<file path="src/rtl/dmem_arb_pkg.sv">
// dmem_arb_pkg: shared state/owner enums and default widths for the DMEM port arbiter
package dmem_arb_pkg;
  localparam int ADDR_W_DEF = 32;
  localparam int DATA_W_DEF = 32;
  localparam int MAX_WAIT_DEF = 4;
  localparam int CNT_W_DEF = 16;
  localparam int WAIT_W = 8;
  typedef enum logic {ARB, LOCK} arb_state_t;
  typedef enum logic {OWN_C, OWN_L} owner_t;
endpackage

</file>
<file path="src/rtl/sat_counter.sv">
// sat_counter: saturating up-counter (clk, rst_n, inc_i, clr_i -> cnt_o), clear wins over increment
module sat_counter #(
  parameter int W = 8,
  parameter logic [W-1:0] LIMIT = '1
) (
  input  logic         clk,
  input  logic         rst_n,
  input  logic         inc_i,
  input  logic         clr_i,
  output logic [W-1:0] cnt_o
);
  logic [W-1:0] cnt_q, cnt_d;
  always_comb cnt_d = clr_i ? '0 : (inc_i && cnt_q != LIMIT) ? cnt_q + 1'b1 : cnt_q;
  always_ff @(posedge clk or negedge rst_n)
    if (!rst_n) cnt_q <= '0;
    else cnt_q <= cnt_d;
  assign cnt_o = cnt_q;
endmodule

</file>
<file path="src/rtl/dmem_port_arbiter.sv">
// dmem_port_arbiter: shares one DMEM port between core (c_*) and loader (l_*) with starvation bound, lock bursts, 1-cycle read return and stall count
module dmem_port_arbiter
  import dmem_arb_pkg::*;
#(
  parameter int ADDR_W = ADDR_W_DEF,
  parameter int DATA_W = DATA_W_DEF,
  parameter int MAX_WAIT = MAX_WAIT_DEF,
  parameter int CNT_W = CNT_W_DEF
) (
  input  logic              clk,
  input  logic              reset,
  input  logic              c_req,
  input  logic              c_we,
  input  logic [ADDR_W-1:0] c_addr,
  input  logic [DATA_W-1:0] c_wdata,
  output logic              c_gnt,
  output logic              c_stall,
  output logic              c_rvalid,
  output logic [DATA_W-1:0] c_rdata,
  input  logic              l_req,
  input  logic              l_we,
  input  logic              l_lock,
  input  logic [ADDR_W-1:0] l_addr,
  input  logic [DATA_W-1:0] l_wdata,
  output logic              l_gnt,
  output logic              l_rvalid,
  output logic [DATA_W-1:0] l_rdata,
  output logic              mem_en,
  output logic              mem_we,
  output logic [ADDR_W-1:0] mem_addr,
  output logic [DATA_W-1:0] mem_wdata,
  input  logic [DATA_W-1:0] mem_rdata,
  output logic [CNT_W-1:0]  stall_cnt
);
  arb_state_t state_q, state_d;
  owner_t rd_owner_q, rd_owner_d;
  logic rd_pending_q, rd_pending_d;
  logic [DATA_W-1:0] c_rdata_q, l_rdata_q;
  logic [WAIT_W-1:0] wait_cnt;
  logic l_win;
  always_comb begin
    l_win = (state_q == LOCK) ? l_req : l_req && (!c_req || wait_cnt == WAIT_W'(MAX_WAIT));
    l_gnt = reset && l_win;
    c_gnt = reset && c_req && !l_win && state_q == ARB;
    c_stall = reset && c_req && !c_gnt;
    mem_en = c_gnt || l_gnt;
    mem_we = c_gnt ? c_we : l_gnt && l_we;
    mem_addr = c_gnt ? c_addr : l_gnt ? l_addr : '0;
    mem_wdata = c_gnt ? c_wdata : l_gnt ? l_wdata : '0;
    state_d = (state_q == ARB) ? ((l_gnt && l_lock) ? LOCK : ARB) : (l_lock ? LOCK : ARB);
    rd_pending_d = mem_en && !mem_we;
    rd_owner_d = rd_pending_d ? (l_gnt ? OWN_L : OWN_C) : rd_owner_q;
    c_rvalid = rd_pending_q && rd_owner_q == OWN_C;
    l_rvalid = rd_pending_q && rd_owner_q == OWN_L;
    c_rdata = c_rvalid ? mem_rdata : c_rdata_q;
    l_rdata = l_rvalid ? mem_rdata : l_rdata_q;
  end
  always_ff @(posedge clk or negedge reset)
    if (!reset) begin
      state_q <= ARB;
      rd_owner_q <= OWN_C;
      rd_pending_q <= 1'b0;
      c_rdata_q <= '0;
      l_rdata_q <= '0;
    end else begin
      state_q <= state_d;
      rd_owner_q <= rd_owner_d;
      rd_pending_q <= rd_pending_d;
      c_rdata_q <= c_rdata;
      l_rdata_q <= l_rdata;
    end
  sat_counter #(.W(WAIT_W), .LIMIT(WAIT_W'(MAX_WAIT))) u_wait (
    .clk(clk), .rst_n(reset), .inc_i(l_req && !l_gnt), .clr_i(l_gnt || !l_req), .cnt_o(wait_cnt)
  );
  sat_counter #(.W(CNT_W)) u_stall (
    .clk(clk), .rst_n(reset), .inc_i(c_stall), .clr_i(1'b0), .cnt_o(stall_cnt)
  );
endmodule

</file>
<file path="config.mk">
export PLATFORM = sky130hd
export DESIGN_NAME = dmem_port_arbiter
export DESIGN_NICKNAME = d
export VERILOG_FILES = /design/src/rtl/dmem_arb_pkg.sv /design/src/rtl/sat_counter.sv /design/src/rtl/dmem_port_arbiter.sv
export SDC_FILE = /design/constraint.sdc
export NUM_CORES = 1
export LEC_CHECK = 0
export CAP_MARGIN = 20
export CORE_AREA = 2 2 124 126
export CTS_CLUSTER_SIZE = 14
export DETAILED_ROUTE_END_ITERATION = 6
export DIE_AREA = 0 0 126 128
export PLACE_DENSITY = 0.74
export SYNTH_ARGS = -nofsm -noshare
export SYNTH_HDL_FRONTEND = slang
export SYNTH_HIERARCHICAL = 1
export SYNTH_SLANG_ARGS = --single-unit
</file>
<file path="constraint.sdc">
create_clock -name clk -period 3.2 [get_ports clk]
set_input_delay 0.96 -clock clk [delete_from_list [all_inputs] [get_ports clk]]
set_output_delay 0.96 -clock clk [all_outputs]
set_load 0.02 [all_outputs]
</file>
=== Word-level counts from Yosys, hierarchy flattened ===
Index checks and enable logic that the tools add are counted.

* Memories: 0
* Memory bits (read-only): 0
* Bits in writable memories: 0
* Word-level logic and storage cells: 52
* Flip-flop bits (word level): 91
* Latch bits: 0

* Shifts and indexed selects: 0
* Reductions and logical operators: 24
* Div/mod/pow operators: 0
* $add $sub $neg: 2
* Multiply operators: 0
* Order comparisons: 0
* Mux-type cells: 14
* Eq/ne operators: 3
* Bitwise logic cells: 2

{| class="wikitable"
|+ Operator list
! operator !! count
|-
| 32-bit two-way mux || 6
|-
| 16-bit by 1-bit adder with 16-bit output, second input constant || 1
|-
| 8-bit two-way mux || 2
|-
| 16-bit inequality test, second input constant || 1
|-
| 1-bit logical AND || 14
|-
| 8-bit by 1-bit adder with 8-bit output, second input constant || 1
|-
| 8-bit by 3-bit == test with 1-bit output, second input constant || 1
|-
| 8-bit by 3-bit inequality test with 1-bit output, second input constant || 1
|-
| 1-bit zero test || 6
|-
| 1-bit two-way mux || 6
|-
| 1-bit logical OR || 3
|-
| 1-bit NOT || 2
|-
| 2-bit nonzero test || 1
|}

=== Logic depth before layout (Yosys ltp) ===
Gate-level depths: netlist of the first run.

* Depth after elaboration: 10
* Mapped depth: 9
* Mapped depth without buffers: 7

=== By module ===
The synthesis of the first run kept the hierarchy.

{| class="wikitable"
|+ Modules (own cells, without submodules)
! module !! cells an instance !! instances !! area an instance (sq um)
|-
| dmem_port_arbiter || 241 || 1 || 3248.1
|-
| sat_counter (u_stall) || 98 || 1 || 942.2
|-
| sat_counter (u_wait) || 48 || 1 || 481.7
|}

=== Worst setup path after synthesis of the first run ===
OpenSTA, ideal clock, no wires.

* Path type: input port to flip-flop
* Start: input port reset
* End: register u_stall.cnt_q[3], in the netlist u_stall/cnt_o[3]
* Path buffers: 2
* Stages: 8
* Arrival time: 2871 ps
* Path slack: 252 ps
* Path through: nand2_1 -> a311oi_2 -> buf_2 -> nor2_1 -> inv_1 -> clkbuf_1 -> or4_2 -> a21oi_1

* Longest elaborated chain between the ends: 6

{| class="wikitable"
|+ RTL lines
! element !! RTL line !! RTL
|-
| from (decl) || dmem_port_arbiter.sv:11 || <nowiki>input logic reset,</nowiki>
|-
| 1-bit logical AND (3 in a row) || dmem_port_arbiter.sv:44 || <nowiki>c_gnt = reset && c_req && !l_win && state_q == ARB;</nowiki>
|-
| named net c_gnt || dmem_port_arbiter.sv:16 || <nowiki>output logic c_gnt,</nowiki>
|-
| 1-bit zero test || dmem_port_arbiter.sv:45 || <nowiki>c_stall = reset && c_req && !c_gnt;</nowiki>
|-
| 1-bit logical AND || dmem_port_arbiter.sv:45 ||
|-
| named net c_stall || dmem_port_arbiter.sv:17 || <nowiki>output logic c_stall,</nowiki>
|-
| 1-bit logical AND || sat_counter.sv:13 || <nowiki>always_comb cnt_d = clr_i ? '0 : (inc_i && cnt_q != LIMIT) ? cnt_q + 1'b1 : cnt_q;</nowiki>
|-
| to (signal assigned) || sat_counter.sv:16 || <nowiki>else cnt_q <= cnt_d;</nowiki>
|-
| to (decl) || sat_counter.sv:12 || <nowiki>logic [W-1:0] cnt_q, cnt_d;</nowiki>
|}

The timed path passes the listed nets, and every way through them passes these cells.
A chain may end at the register's enable or synchronous reset.

=== Worst setup path after layout of the first run ===
* Start: input port mem_rdata[11]
* End: output port c_rdata[11]

* Longest elaborated chain between the ends: 1

{| class="wikitable"
|+ RTL lines
! element !! RTL line !! RTL
|-
| from (decl) || dmem_port_arbiter.sv:32 || <nowiki>input logic [DATA_W-1:0] mem_rdata,</nowiki>
|-
| 32-bit two-way mux || dmem_port_arbiter.sv:55 || <nowiki>c_rdata = c_rvalid ? mem_rdata : c_rdata_q;</nowiki>
|-
| to (decl) || dmem_port_arbiter.sv:19 || <nowiki>output logic [DATA_W-1:0] c_rdata,</nowiki>
|}

No other way between the ends.

==> metrics.csv, run 1 <==
metric;value;unit
status;completed;
Cells after Synth;387;
Final period util;0.998;
die area;16100;sq um
HP Start;l_rdata_q[17]$_DFF_PN0_;
Min Clock Period, post-route;3190;ps
Yosys Warn Count;6;
launch point of the critical path;mem_rdata[11];
Yosys top cell by area;dfrtp_1;
CP dominant cell by count;clkdlybuf4s50_1;
worst path cell trace;clkdlybuf4s50_1 -> mux2_2 -> clkdlybuf4s50_1;
VDD IR max;0.260;mV
Overflow after GRT;0;
Place WS;-810;ps
CP startpoint kind;input pin;
CP endpoint kind;primary output;
Die Wd;126;um
clock sink total;91;
clk root buf;clkbuf_16;
maximum clock frequency;313;MHz
max-cap violations;0;
# nets final;899;
Mean Syn Cell Area;12.1;sq um
Antenna Nets Post-Route;0;
Avg WL per Cell;20.2;um
worst slew pin tran;965;ps
Rel. slew slack;0.356;
asr flop ratio synth;1.00;
max incr delay on CP;610;ps
DRC violations left;0;
# diodes;0;
Synth cell types;49;
Die Ht;128;um
worst hold path depth;1;
WHS Endpoint;l_rdata_q[17]$_DFF_PN0_;
initial antenna violation count;4;
HPWL after detailed placement;14100;um
Final Util;0.571;
Cell Pwr Density;539;nW/um^2
GR Util All Layers;0.218;
via density per instance;5.10;
Starting Density;0.314;
Initial DRC Count;257;
Seq/Total Area, Yosys;0.487;
Worst Path Arrival;2230;ps
Num CTS Buffers;9;
CTS tree;yes;
Crit-path slowest cell;clkdlybuf4s50_1;
kind of critical path;in2out;
final WL;18600;um
most used flip-flop cell after synthesis;dfrtp_1;
# H-tree levels;3;
class of the worst hold path;reg2reg;
Critical R2R Capture;u_stall/cnt_o[12]$_DFFE_PN0P_;
first drt pass iteration count;4;
synthesized area;4670;sq um
most common library cells after synthesis;dfrtp_1 (91), mux2_2 (65), a22o_1 (64);
clock latency on the worst-skew pair;340;ps
share of the synthesized area in the top cell type;0.487;
core area;14900;sq um
FF-to-FF setup slack;450;ps
Worst Path Max Fanout;2;
Vias;4699;
Yosys reg bits;91;
Final GP Congestion;0.889;
P&R area growth vs syn;81.6;%
Synth area leaders;dfrtp_1 (49%), mux2_2 (16%), a22o_1 (12%), a21oi_1 (1.6%), buf_2 (1.6%);
clock buffer depth;2;
share of cells above drive strength 1;0.289;
largest net degree at the start of global routing;77;
final hold violations;0;
fin cells;922;
cell count after placement;893;
worst r2r src;u_wait/cnt_o[5]$_DFFE_PN0P_;
vias in the first global route;4747;
setup ws final;6.10;ps
Worst EP required;2240;ps
first-pass GRT wire length;27300;um
Post-synth EDFFs;0;
count leader, synth;dfrtp_1;
num ports;318;
endpoints failing setup;0;
row cnt;45;
Clk pin slew, worst setup/hold paths;60;ps
Slew Viols, Final;0;
cells on worst reg2reg path;11;
skew final;5.71;ps
cell leakage power;3.87;nW
number of port buffers;317;
## timing repair
item / 4_1_cts / 5_1_grt
pin swaps: 1 / 3
setup endpoints to repair: 75 / 66
resized for setup: 305 / 29
hold buffers: 0 / 0
setup buffers: 2 / 6
gates cloned: 2 / 3
## state kept, by name (all words and copies together) (netlist names)
register,cells
c_rdata_q,32
l_rdata_q,32
u_stall/cnt_o,16
u_wait/cnt_o,8
rd_owner_q,1
rd_pending_q,1
state_q,1
## report_power, final
part	internal, W	total (W)	switching (W)
sequential	0.00146	0.00153	0.0000751
combinational	0.00105	0.00205	0.000995
clock	0.000532	0.000991	0.000459
## per-layer routing
layer	vias to the layer above	share of wire	track usage	wire [um]
met4	4	0.020	0.0666	364
met1	2287	0.38	0.249	7020
li1	2158	-	-	-
met2	210	0.51	0.380	9570
met3	40	0.089	0.0814	1650
met5	-	0.0012	0	23
## through the flow
| stage | TNS, ps | total power (W) | hold slack [ps] | instance area, sq um |
|---|---|---|---|---|
| 6_report | 0 | 0.00457 | 491 | 8480 |
| 5_1_grt | -18.1 | 0.00479 | 508 | 8480 |
| 4_1_cts | 0 | 0.00463 | 499 | 8300 |
| 3_5_place_dp | -54250 | 0.00367 | 484 | 8200 |
| 3_3_place_gp | -51540 | 0.00362 | 477 | 8200 |
| 2_1_floorplan | 0 | 0.00255 | 498 | 4680 |
## critical path, delay by kind of cell
| family | cells | cell delay [ps] |
|---|---|---|
| multiplexers | 1 | 170 |
| buffers and inverters | 2 | 1100 |
## area by class of cell
class,count,area [sq um]
fill,1270,6380
timing repair buffer,358,3420
sequential,91,2280
multi-input combinational,258,2230
tap,188,235
clock buffer,9,225
clock inverter,7,53.8
inverter,11,41.3
## cells by family (layout without fill, tap and decap cells)
logic type      count (synthesis)  in the layout  synth area share
compound gates                104            104             0.180
flops                          91             91             0.487
simple gates                   77             77             0.108
mux                            71             71             0.172
buf+inv                        39            385            0.0418
fa+ha+maj                       3              3           0.00804
other cells                     1              2          0.000803
xor+xnor                        1              1           0.00188
## cell usage in the layout (no fill, tap or decap), types with 8 or more instances in the layout
cell,netlist,layout
inv_1,11,11
dlygate4sd2_1,0,8
a22o_1,64,64
dlymetal6s2s_1,0,25
clkdlybuf4s50_1,0,214
clkbuf_16,0,11
a21oi_1,15,15
nand2_1,12,11
mux2_2,65,65
nand4_1,9,9
nor2_1,10,9
buf_2,15,49
buf_4,2,42
dfrtp_1,91,91
## worst max path at each step
stage,endpoint,cells after the start,slack (ps)
after floorplan,u_stall/cnt_o[3]$_DFFE_PN0P_,8,250
after global placement,mem_we,7,-780
after detailed placement,mem_we,7,-810
after CTS,l_rdata[6],3,0.1
after global routing,c_rdata[11],3,-20
final,c_rdata[11],3,6
Power figures use the tool's default switching activity.
==> run 2: changes to the inputs <==
- TNS_END_PERCENT: unset -> 20
==> results of run 2 <==
Final layout, timing and power as in run 1 (identical DEF).
==> RTL edit (settings of run 2) <==
Make the reset (`reset` and `rst_n`) synchronous in 2 clocked blocks.
--- a/src/rtl/sat_counter.sv
+++ b/src/rtl/sat_counter.sv
@@ -13,3 +13,3 @@
   always_comb cnt_d = clr_i ? '0 : (inc_i && cnt_q != LIMIT) ? cnt_q + 1'b1 : cnt_q;
-  always_ff @(posedge clk or negedge rst_n)
+  always_ff @(posedge clk)
     if (!rst_n) cnt_q <= '0;
--- a/src/rtl/dmem_port_arbiter.sv
+++ b/src/rtl/dmem_port_arbiter.sv
@@ -57,3 +57,3 @@
   end
-  always_ff @(posedge clk or negedge reset)
+  always_ff @(posedge clk)
     if (!reset) begin
Formal check against the unedited RTL: differs if reset is asserted again (counterexample within 4 cycles, from zero or initial values and one cycle with reset low); with reset held inactive, the same outputs for 10 cycles.
==> RTL edit against run 2 <==
Clock skew hardly changed; critical path type unchanged; setup slack better by 0.019 ns; global-route usage decreased by 0.083 points; synthesized area up 4.7%; final area up 2.4%; sequential cell count did not move; register-to-register slack better by 0.35 ns; routed wire length is 1.2% higher; highest routed layer is now met4.
Power is not compared: it rests on default switching activity, and its combinational part moved more than twofold at a synthesized area within 25%.
==> RTL edit: results (changes against run 2) <==
drt_first_pass_iters: 4  # unchanged
synth_compound_area_frac: 0.199  # was 0.180
global_route.usage.met1: 0.244  # was 0.249
vdd_drop_max_v: 0.000198
dpl-instance-area_um2: 8410  # was 8200 um^2
synthAdderAreaFrac: 0.00767  # was 0.00803
grt_pass1_vias: 5213  # was 4747
grt_start_max_net_pins: 65  # was 77
synthTopCellsByArea: "dfxtp_1, mux2_2, a32o_1"  # was dfrtp_1, mux2_2, a22o_1
skew_ns: 0.00553  # was 0.00571 ns
worstSkewPairLatency_ns: 0.34  # about the same
async_flop_share: 0  # was 1.00
dr_total_vias: 5251  # was 4699
synth_mux_area_frac: 0.158  # was 0.172
track_usage: 0.217  # was 0.218
relSlewSlack: 0.649  # was 0.356
grt_use_met2: 0.398  # was 0.380
diodes: 0  # unchanged
hp-start: "rd_owner_q$_SDFFE_PN0P_"  # was l_rdata_q[17]$_DFF_PN0_
nets: 976  # was 899
r2r-start: "u_wait/cnt_o[5]$_SDFFE_PP0P_"  # was u_wait/cnt_o[5]$_DFFE_PN0P_
crit_path_start: "mem_rdata[20]"  # was mem_rdata[11]
cts_max_path_buffers: 2  # unchanged
cts_root_buf: "clkbuf_16"  # unchanged
dpl.hpwl_um: 14300  # was 14100 um
portBuffers: 317  # unchanged
yosys_most_used_dff: "dfxtp_1"  # was dfrtp_1
ys_types: 57  # was 49
cp_slowest_stage_delay_ns: 0.55  # was 0.61 ns
worstPathArrival_ns: 2.22
grt_pass1_wl_um: 28300  # was 27300 um
synth_xor_area_frac: 0.00895  # was 0.00187
synth_seq_area_share: 0.372  # was 0.487
gp_congestion: 0.928  # was 0.889
drt_iter0_markers: 259  # was 257
wl_per_cell_um: 18.9  # was 20.2 um
worstHoldPathType: "reg -> reg"  # unchanged
cap_violations: 0  # unchanged
cts_buffers: 9  # unchanged
antenna_found_initial: 0  # was 4
status: "completed"  # unchanged
crit_slowest_cell: "clkdlybuf4s50_1"  # unchanged
synth.top_cells.by_count: "dfxtp_1, and2_1, a32o_1, mux2_2, clkbuf_1"  # was dfrtp_1, mux2_2, a22o_1, a21oi_1, buf_2
synth_cells: 480  # was 387
vias_per_cell: 5.26  # was 5.10
use_met3: 0.0580  # was 0.0814
drive_gt1_frac: 0.260  # was 0.289
RTL edit: cell count changes in the layout (fill, tap and decap cells not counted), sizes merged, moves of 7 or more:
| cell | run 2 | this run |
|---|---|---|
| a21oi | 16 | 9 |
| a22o | 64 | 0 |
| a32o | 0 | 64 |
| and2 | 0 | 68 |
| dfrtp | 91 | 0 |
| dfxtp | 0 | 91 |
RTL edit: area by class of cell:
type                            instances  area [um^2]
Multi-Input combinational cell        341         2870
Timing Repair Buffer                  354         3430
Inverter                                9         33.8
Clock inverter                          6         71.3
Tap cell                              188          235
Clock buffer                           10          229
Fill cell                            1284         6180
Sequential cell                        91         1820
RTL edit: kinds of logic after synthesis:
group                      count (synthesis)
muxes                                     69
other                                      1
AOI/OAI and AO/OA                        107
DFF                                       91
adders and majority gates                  3
and+or+nand+nor                          155
xor gates and xnor gates                   5
buffers and inverters                     49
RTL edit: worst paths after layout:
path	to	slack, ns	depth (start not counted)
setup / recovery	l_rdata[20]	0.02	3
hold reg to reg	rd_owner_q$_SDFFE_PN0P_	0.54	2
setup reg to reg	u_stall/cnt_o[13]$_SDFFE_PP0P_	0.80	10
hold / removal	rd_owner_q$_SDFFE_PN0P_	0.54	2
RTL edit: what timing repair did:
| item | CTS | global route |
|---|---|---|
| endpoints found under the setup margin | 75 | 66 |
| pin swaps | 1 | 0 |
| gates cloned | 2 | 0 |
| gates resized for setup | 318 | 29 |
| setup buffers | 3 | 3 |
RTL edit: power by group through the flow:
stage | registers, W | clock network, W | logic (W)
floorplan | 0.00120 | 0 | 0.000382
global placement | 0.00120 | 0 | 0.000861
detailed placement | 0.00120 | 0 | 0.000874
CTS | 0.00117 | 0.00109 | 0.000859
global route | 0.00118 | 0.00112 | 0.000898
finish | 0.00117 | 0.00106 | 0.000854
RTL edit: through the flow:
stage | setup WS (ns) | power (W)
3_3_place_gp | -0.778 | 0.00206
4_1_cts | -0.0393 | 0.00312
5_1_grt | -0.0567 | 0.00320
6_report | 0.0249 | 0.00308
3_5_place_dp | -0.814 | 0.00207
2_1_floorplan | 0.0855 | 0.00158
RTL edit: metal layers:
layer  vias up  wire length [um]
li1       2475                 -
met1      2500              7240
met2       249              9650
met3        27              1600
met4         0               363
met5         -                 0
RTL edit: worst register-to-register path, delay by kind of cell (launching register included):
family          cells  cell delay, ns
simple gates        5            1.28
flops               1            0.31
buf+inv             3            0.50
compound gates      2            0.22
